[config.mk]
export PLATFORM = sky130hd
export DESIGN_NAME = arb4_rr_flat
export DESIGN_NICKNAME = d
export VERILOG_FILES = /design/src/rtl/arb_pkg.sv /design/src/rtl/arb4_rr_if.sv /design/src/rtl/dec2to4.sv /design/src/rtl/arb4_rr.sv /design/src/flat_wrapper.sv
export SDC_FILE = /design/constraint.sdc
export NUM_CORES = 1
export LEC_CHECK = 0
export ABC_CLOCK_PERIOD_IN_PS = 2090
export CORE_AREA = 2 2 49 51
export CTS_BUF_LIST = sky130_fd_sc_hd__clkbuf_16
export CTS_CLUSTER_SIZE = 12
export DETAILED_ROUTE_END_ITERATION = 7
export DIE_AREA = 0 0 51 53
export GPL_TIMING_DRIVEN = 0
export PLACE_DENSITY = 0.74
export SETUP_SLACK_MARGIN = 0.05
export SLEW_MARGIN = 20
export SYNTH_ARGS = -nofsm -noshare
export SYNTH_HDL_FRONTEND = slang
export SYNTH_SLANG_ARGS = --single-unit
[constraint.sdc]
create_clock -name clk -period 2.09 [get_ports clk]
set_clock_uncertainty 0.1 [all_clocks]
set_input_delay 0.209 -clock clk [delete_from_list [all_inputs] [get_ports clk]]
set_output_delay 0.209 -clock clk [all_outputs]
set_load 0.01 [all_outputs]
[src/rtl/arb_pkg.sv]
// Shared types and constants for the four-way round-robin arbiter.
// Holds the state encoding, requester count, hold-counter width and winner search.
package arb_pkg;

    localparam int NUM_REQ = 4;
    localparam int IDX_W   = 2;
    localparam int CNT_W   = 8;

    typedef enum logic [1:0] {
        ST_IDLE = 2'd0,
        ST_BUSY = 2'd1,
        ST_GAP  = 2'd2
    } state_t;

    // First set request at or above ptr, wrapping; the lowest offset is applied last so it wins.
    function automatic logic [IDX_W-1:0] rr_pick(input logic [NUM_REQ-1:0] r,
                                                 input logic [IDX_W-1:0]   p);
        logic [IDX_W-1:0] idx;
        rr_pick = p;
        for (int k = NUM_REQ - 1; k >= 0; k--) begin
            idx = p + IDX_W'(k);
            if (r[idx]) rr_pick = idx;
        end
    endfunction

endpackage

[src/rtl/arb4_rr_if.sv]
// Request/grant bundle between requesters and the arbiter, plus the FSM state for observation.
// Protocol: a requester holds req[i] until it is done; gnt/gnt_idx are valid only while gnt_valid=1.
interface arb4_rr_if;
    import arb_pkg::*;

    logic [NUM_REQ-1:0] req;
    logic               done;
    logic [NUM_REQ-1:0] gnt;
    logic [IDX_W-1:0]   gnt_idx;
    logic               gnt_valid;
    logic               timeout;
    state_t             state;

    modport master (
        output req, done,
        input  gnt, gnt_idx, gnt_valid, timeout, state
    );

    modport slave (
        input  req, done,
        output gnt, gnt_idx, gnt_valid, timeout, state
    );

endinterface

[src/rtl/dec2to4.sv]
// Binary-to-one-hot decoder used to build the grant vector from the owner index.
module dec2to4 (
    input  logic [1:0] idx,
    output logic [3:0] onehot
);

    always_comb begin
        onehot      = '0;
        onehot[idx] = 1'b1;
    end

endmodule

[src/rtl/arb4_rr.sv]
// Four-requester round-robin arbiter with per-grant hold limit and a one-cycle gap between owners.
// All outputs are registered; next values are computed in a single combinational block.
module arb4_rr
    import arb_pkg::*;
#(
    parameter int MAX_HOLD = 15
) (
    input  logic       clk,
    input  logic       rst_n,
    arb4_rr_if.slave   bus
);

    localparam logic [CNT_W-1:0] HOLD_LAST = CNT_W'(MAX_HOLD - 1);

    state_t             state, state_nx;
    logic [IDX_W-1:0]   ptr, ptr_nx;
    logic [IDX_W-1:0]   idx, idx_nx;
    logic [CNT_W-1:0]   cnt, cnt_nx;
    logic               timeout_nx;
    logic               hold_hit;
    logic               owner_req;
    logic               release_now;
    logic [NUM_REQ-1:0] gnt_dec;

    assign hold_hit    = (cnt == HOLD_LAST);
    assign owner_req   = bus.req[idx];
    assign release_now = bus.done || !owner_req || hold_hit;

    always_comb begin
        state_nx   = state;
        ptr_nx     = ptr;
        idx_nx     = idx;
        cnt_nx     = cnt;
        timeout_nx = 1'b0;
        case (state)
            ST_IDLE: begin
                if (|bus.req) begin
                    state_nx = ST_BUSY;
                    idx_nx   = rr_pick(bus.req, ptr);
                    cnt_nx   = '0;
                end
            end
            ST_BUSY: begin
                if (release_now) begin
                    state_nx   = ST_GAP;
                    ptr_nx     = idx + IDX_W'(1);
                    cnt_nx     = '0;
                    // Only a pure hold-limit release is reported; done or a dropped request wins.
                    timeout_nx = hold_hit && !bus.done && owner_req;
                end else begin
                    cnt_nx = cnt + CNT_W'(1);
                end
            end
            ST_GAP:  state_nx = ST_IDLE;
            default: state_nx = ST_IDLE;
        endcase
    end

    dec2to4 u_dec (
        .idx    (idx_nx),
        .onehot (gnt_dec)
    );

    always_ff @(posedge clk or negedge rst_n) begin
        if (!rst_n) begin
            state         <= ST_IDLE;
            ptr           <= '0;
            idx           <= '0;
            cnt           <= '0;
            bus.gnt       <= '0;
            bus.gnt_idx   <= '0;
            bus.gnt_valid <= 1'b0;
            bus.timeout   <= 1'b0;
        end else begin
            state         <= state_nx;
            ptr           <= ptr_nx;
            idx           <= idx_nx;
            cnt           <= cnt_nx;
            bus.gnt       <= (state_nx == ST_BUSY) ? gnt_dec : '0;
            bus.gnt_idx   <= idx_nx;
            bus.gnt_valid <= (state_nx == ST_BUSY);
            bus.timeout   <= timeout_nx;
        end
    end

    assign bus.state = state;

endmodule

[src/flat_wrapper.sv]
// flat-port wrapper written by rule: the top's interface ports become plain ports
module arb4_rr_flat import arb_pkg::*;
#(
    parameter int MAX_HOLD = 15
)
  (clk, rst_n, bus_req, bus_done, bus_gnt, bus_gnt_idx, bus_gnt_valid, bus_timeout, bus_state);
  arb4_rr_if bus_i ();
  input  logic clk;
  input  logic rst_n;
  input wire logic [$bits(bus_i.req)-1:0] bus_req;
  input wire logic [$bits(bus_i.done)-1:0] bus_done;
  output wire logic [$bits(bus_i.gnt)-1:0] bus_gnt;
  output wire logic [$bits(bus_i.gnt_idx)-1:0] bus_gnt_idx;
  output wire logic [$bits(bus_i.gnt_valid)-1:0] bus_gnt_valid;
  output wire logic [$bits(bus_i.timeout)-1:0] bus_timeout;
  output wire logic [$bits(bus_i.state)-1:0] bus_state;
  assign bus_i.req = bus_req;
  assign bus_i.done = bus_done;
  assign bus_gnt = bus_i.gnt;
  assign bus_gnt_idx = bus_i.gnt_idx;
  assign bus_gnt_valid = bus_i.gnt_valid;
  assign bus_timeout = bus_i.timeout;
  assign bus_state = bus_i.state;
  arb4_rr #(.MAX_HOLD(MAX_HOLD)) u_core (.clk(clk), .rst_n(rst_n), .bus(bus_i));
endmodule
==> results of run 1 <==
[per-stage QoR]
step / setup WS [ns] / hold slack (ns) / cell area (sq um) / instances
after floorplan: 0.173 / -0.187 / 1060 / 111
after global placement: -0.140 / 0.426 / 1260 / 155
after detailed placement: -0.148 / 0.444 / 1260 / 155
after CTS: 0.0691 / 0.402 / 1350 / 159
after global routing: 0.0508 / 0.444 / 1380 / 160
final: 0.130 / 0.385 / 1380 / 160
[layer usage]
| metal | wire (um) | share of wire [%] | vias to the layer above | global-route usage [%] |
|---|---|---|---|---|
| li1 | - | - | 430 | - |
| met1 | 976 | 47 | 416 | 21.6 |
| met2 | 1020 | 49 | 19 | 29.9 |
| met3 | 71 | 3.4 | 4 | 2.54 |
| met4 | 27 | 1.3 | 0 | 8.11 |
| met5 | 0 | 0 | - | 0 |
[worst max-delay path, stage by stage]
cell	delay, ns
clkdlybuf4s50_1	0.57
mux2_2	0.20
a22oi_2	0.08
or3_1	0.37
buf_2	0.18
or3_1	0.37
o21ai_2	0.06
[state kept, by name, indices dropped and copies added (netlist names)]
register	cells
u_core.bus.gnt	4
u_core.bus.gnt_idx	2
u_core.bus.gnt_valid	1
u_core.bus.state	2
u_core.bus.timeout	1
u_core.cnt	8
u_core.ptr	2
[power breakdown]
part	switching, mW	leakage (nW)	internal, mW
registers	0.0735	0.261	0.492
clock network	0.126	0.0385	0.254
logic	0.383	0.319	0.359
[cell type report]
class	instances	area, sq um
fill	185	769
sequential	20	500
tap	28	35.0
buffer	3	13.8
multi-input combinational	77	537
timing repair buffer	17	173
clock buffer	3	75.1
clock inverter	1	3.75
inverter	11	41.3
[cell families after synthesis]
logic type	count (synthesis)	synth area share, %
muxes	5	5.07
AOI/OAI and AO/OA	26	17.1
adders and majority gates	2	2.36
DFF	20	47.2
and+or+nand+nor	43	22.4
xor gates and xnor gates	1	0.826
buffers and inverters	14	5.07
[synthesized netlist by cell type, types with 4 or more instances]
cell and n:
o21ai_0 4, a21o_1 4, inv_1 11, nor2b_1 4, nand2_1 8, a21oi_1 8
dfrtp_1 20, nor2_1 7, or3_1 5
[worst paths after layout]
path | end | cells after the start | slack [ns]
max in group asynchronous | u_core.bus.gnt[3]$_DFF_PN0_ | 1 | 0.94
worst max register to register | u_core.cnt[3]$_DFFE_PN0P_ | 6 | 0.14
worst min-delay path | u_core.ptr[0]$_DFFE_PN0P_ | 1 | 0.38
worst max-delay path | u_core.cnt[3]$_DFFE_PN0P_ | 7 | 0.13
min in group clk | u_core.cnt[0]$_DFFE_PN0P_ | 1 | 0.43
worst min register to register | u_core.cnt[0]$_DFFE_PN0P_ | 1 | 0.43
[what timing repair did]
action                     4_1_cts  5_1_grt
resized for setup                2        5
hold buffers                     0        0
setup endpoints to repair        2        7
setup buffers                    0        1
==> reports/qor.txt, run 1 <==
Routability cong. = 0.818
Drt via density = 5.43
Gate count of the mapped netlist = 111
Asr flop ratio synth = 100%
Root Driver = clkbuf_16
F_max = 0.510 GHz
Setup TNS Final = 0 ns
Synth area leader = dfrtp_1
Die H = 53 um
Tightest Pin Transition = 0.928 ns
EDFF count, synth = 0
Critical path required time = 2.17 ns
DRC viols = 0
Post-Syn Nets = 120
MaxCap Viol Count = 0
Nets@finish = 142
Initial Util = 49.4%
Post-synth top area share = 47.2%
Commonest non-fill, non-tap cell in the layout = dfrtp_1
Critical Path Source = bus_req[3]
Starting DRT DRC Count = 16
Layout cells sized above 1 = 12.9%
Cts bufs inserted = 3
Critical path fanouts, max = 9
CP endpoint kind = flip-flop
Vias in the first global route = 797
Via count = 869
Outcome = complete, no violations
Clock slew at the register clock pins of the worst setup and hold paths = 0.05 ns
Fin crit period = 1.96 ns
Die width = 51 um
Critical path class = in -> reg
Commonest cells after routing, fill and taps aside = dfrtp_1, clkdlybuf4s50_1, inv_1, nand2_1, a21oi_1
CTS Sinks = 20
GRT overflow = 0
P per Cell Area = 1220 nW/um^2
Io pins = 17
Initial antenna violation count = 0
Number of port buffers = 16
Yosys warns = 0
Pins over their slew limit = 0
Reg2Reg Launch Point = u_core.bus.gnt_idx[1]$_DFF_PN0_
Setup violations, final = 0
Overall power = 1.69 mW
Post-synthesis sequential area ratio = 47.2%
Avg WL per Cell = 13.1 um
Core Rows = 17
Drt pass-1 iters = 4
Unrepaired setup endpoints after global routing = no
Syn_area_per_cell = 9.56 sq um
Die area = 2700 sq um
Worst EP arrival = 2.04 ns
Final core utilization = 64.2%
Startpoint types = input pin
Routed wire length = 2090 um
Total track usage = 17.4%
Fin. Hold Viols = 0
TritonCTS clock tree = done
Worst slew margin = 38.0%
Detailed Place HPWL = 1460 um
Distinct cells, synth = 35
Deepest clock path buffer count = 2
VDD IR max = 0.759 mV
Post-DRT Antenna Nets = 0
Area growth, synth to finish = 30.0%
Global-route wire length before repair = 3480 um
Core ar. = 2150 sq um
Synthesized area = 1060 sq um
Main synth FF type = dfrtp_1
Worst hold path class = in -> async
Area contributors post-synth = dfrtp_1, inv_1, a21oi_1
Antenna cells = 0
Largest net degree at the start of global routing = 21
Tcrit/Tclk final = 93.8%
Clock Latency Late Sink = 0.25 ns
FF+latch count, synth = 20
Leak pwr = 0.619 nW
H-tree depth = 1
Power figures use the tool's default switching activity.
==> run 2, diff against run 1 <==
- CORE_AREA: 2 2 49 51 -> 2 2 70 45
- DIE_AREA: 0 0 51 53 -> 0 0 72 47
- PLACE_DENSITY: 0.74 -> default
==> reports/qor.txt, run 2 (same netlist as run 1, synthesis figures left out) <==
Outcome = complete, no violations
Deepest clock path buffer count = 2 (unchanged)
Detailed Place HPWL = 1680 um (+15%)
Antenna cells = 0 (unchanged)
Reg2reg setup slack = 0.12 ns (-0.02 ns)
Starting DRT DRC Count = 44 (+28)
Commonest non-fill, non-tap cell in the layout = dfrtp_1
TritonCTS clock tree = done
Clock Latency Late Sink = 0.25 ns (about the same)
Post-Place Cells = 161 (+3.9%)
Via count = 881 (+1.4%)
Global-route wire length before repair = 3880 um (+11%)
Unrepaired setup endpoints after global routing = no
Clock slew at the register clock pins of the worst setup and hold paths = 0.05 ns (about the same)
Worst EP arrival = 2.00 ns (-0.04 ns)
Initial Util = 38.5% (-11 points)
H-tree depth = 1 (unchanged)
Tightest Pin Transition = 0.919 ns (-0.00852 ns)
Io pins = 17 (unchanged)
CTS Sinks = 20 (unchanged)
Internal cell power = 1.10 mW (-0.63%)
Reg2Reg Launch Point = u_core.cnt[0]$_DFFE_PN0P_
GRT overflow = 0 (unchanged)
Layout cells sized above 1 = 13.1% (+0.20 points)
Die H = 47 um (-11%)
Drt via density = 5.37 (-1.1%)
Root Driver = clkbuf_16
Net Sw Power = 617 uW (+5.7%)
VDD IR max = 0.699 mV (-7.8%)
Final std cells w/o fill = 164 (+2.5%)
MaxCap Viol Count = 0 (unchanged)
Critical path class = reg -> reg
Initial antenna violation count = 0 (unchanged)
Critical path fanouts, max = 4 (-5)
Largest registers = u_core.cnt x8, u_core.bus.gnt x4
Routed wire length = 2580 um (+23%)
Commonest cells after routing, fill and taps aside = dfrtp_1, clkdlybuf4s50_1, inv_1, nand2_1, a21oi_1
P per Cell Area = 1240 nW/um^2 (+1.4%)
FF-to-FF path depth = 7 (+1)
Post-DRT Antenna Nets = 0 (unchanged)
Clk pwr share = 22.3% (-0.2 points)
Critical path required time = 2.12 ns (-0.05 ns)
Final Cell Area = 1380 sq um (+0.18%)
Fin. Hold Viols = 0 (unchanged)
F_max = 0.507 GHz (-0.58%)
Routability cong. = 0.905 (+11%)
Core Rows = 15 (-2)
Overall power = 1.71 mW (+1.6%)
Fillers = 248 (+34%)
Leak pwr = 0.621 nW (+0.40%)
Instance area at placement = 1260 sq um (+0.60%)
Startpoint types = flip-flop
RR Endpoint = u_core.ptr[1]$_DFFE_PN0P_
DRC viols = 0 (unchanged)
Register with the most flip-flops = u_core.cnt
Worst slew margin = 38.5% (+0.57 points)
Worst hold path class = in -> async
Total track usage = 15.9% (-1.5 points)
Die width = 72 um (+41%)
Fin crit period = 1.97 ns (+0.0114 ns)
Avg WL per Cell = 15.7 um (+20%)
Max FFs per register = 8 (unchanged)
Sw frac = 36.0% (+1.4 points)
Pins over their slew limit = 0 (unchanged)
Logic pwr share = 43.0% (-1.0 points)
Core ar. = 2760 sq um (+28%)
Drt pass-1 iters = 4 (unchanged)
Area growth, synth to finish = 30.2%
Cts bufs inserted = 3 (unchanged)
Die area = 3380 sq um (+25%)
Final core utilization = 50.1% (-14 points)
Number of port buffers = 16 (unchanged)
CP endpoint kind = flip-flop
Largest net degree at the start of global routing = 21 (unchanged)
Tcrit/Tclk final = 94.3% (+0.54 points)
Nets@finish = 141 (-0.70%)
Setup violations, final = 0 (unchanged)
Reg power frac = 34.6% (+1.1 points)
Vias in the first global route = 811 (+1.8%)
## run 2: changes by cell type in the layout (fill, tap and decap cells not counted)
| cell | previous run | this run |
|---|---|---|
| clkinv_1 | 1 | 0 |
| dlymetal6s2s_1 | 2 | 3 |
| clkbuf_2 | 1 | 0 |
| dfrtp_2 | 0 | 1 |
| dfrtp_1 | 20 | 19 |
| clkdlybuf4s50_1 | 14 | 13 |
## run 2: layout make-up
cell class                 instances  area, sq um  area share, %
sequential                        20          502           36.3
tap                               34         42.5           3.08
multi-input combinational         77          537           38.9
inverter                          11         41.3           2.99
clock buffer                       3         75.1           5.43
timing repair buffer              17          175           12.7
buffer                             2         8.76          0.634
## run 2: metal layers
metal	vias up	GRT usage (%)	routed length, um
met5	-	0	0
met4	0	3.40	14
met3	4	5.36	180
met2	32	25.0	1150
met1	417	21.9	1230
li1	428	-	-
## run 2: worst max-delay path by stage
stage	start	endpoint	slack [ns]	depth (start not counted)
6_report	u_core.cnt[0]$_DFFE_PN0P_	u_core.ptr[1]$_DFFE_PN0P_	0.12	7
5_1_grt	u_core.cnt[0]$_DFFE_PN0P_	u_core.ptr[1]$_DFFE_PN0P_	0.02	7
4_1_cts	u_core.bus.gnt_idx[1]$_DFF_PN0_	u_core.ptr[1]$_DFFE_PN0P_	0.05	5
3_5_place_dp	bus_req[0]	u_core.ptr[1]$_DFFE_PN0P_	-0.19	6
3_3_place_gp	bus_req[0]	u_core.ptr[1]$_DFFE_PN0P_	-0.15	6
2_1_floorplan	u_core.bus.gnt_idx[0]$_DFF_PN0_	u_core.cnt[3]$_DFFE_PN0P_	0.17	7
## run 2: worst max-delay path, stage by stage (launching register included)
cell and delay (ns):
dfrtp_1 0.41, inv_1 0.07, ha_1 0.14, nand4b_1 0.18
nor4_4 0.29, nor2_1 0.11, nor2_2 0.20, mux2_2 0.36
## run 2: timing repair
item,4_1_cts,5_1_grt
setup endpoints to repair,4,9
pin swaps,0,0
hold buffers,0,0
resized for setup,1,7
buffers inserted,0,1
hold endpoints to repair,0,0
gates cloned,0,0
## run 2: metrics by stage
step	setup slack (ns)	setup TNS, ns	hold slack, ns
after global placement	-0.148	-0.936	0.436
after floorplan	0.173	0	-0.187
final	0.118	0	0.379
after global routing	0.0157	0	0.462
after detailed placement	-0.186	-1.17	0.443
after CTS	0.0451	0	0.402
## run 2: power by group through the flow
stage | combinational, mW | clock, mW | sequential, mW
after floorplan | 0.424 | 0 | 0.599
after global placement | 0.699 | 0 | 0.579
after detailed placement | 0.713 | 0 | 0.577
after CTS | 0.692 | 0.392 | 0.593
after global routing | 0.805 | 0.415 | 0.613
final | 0.737 | 0.383 | 0.594
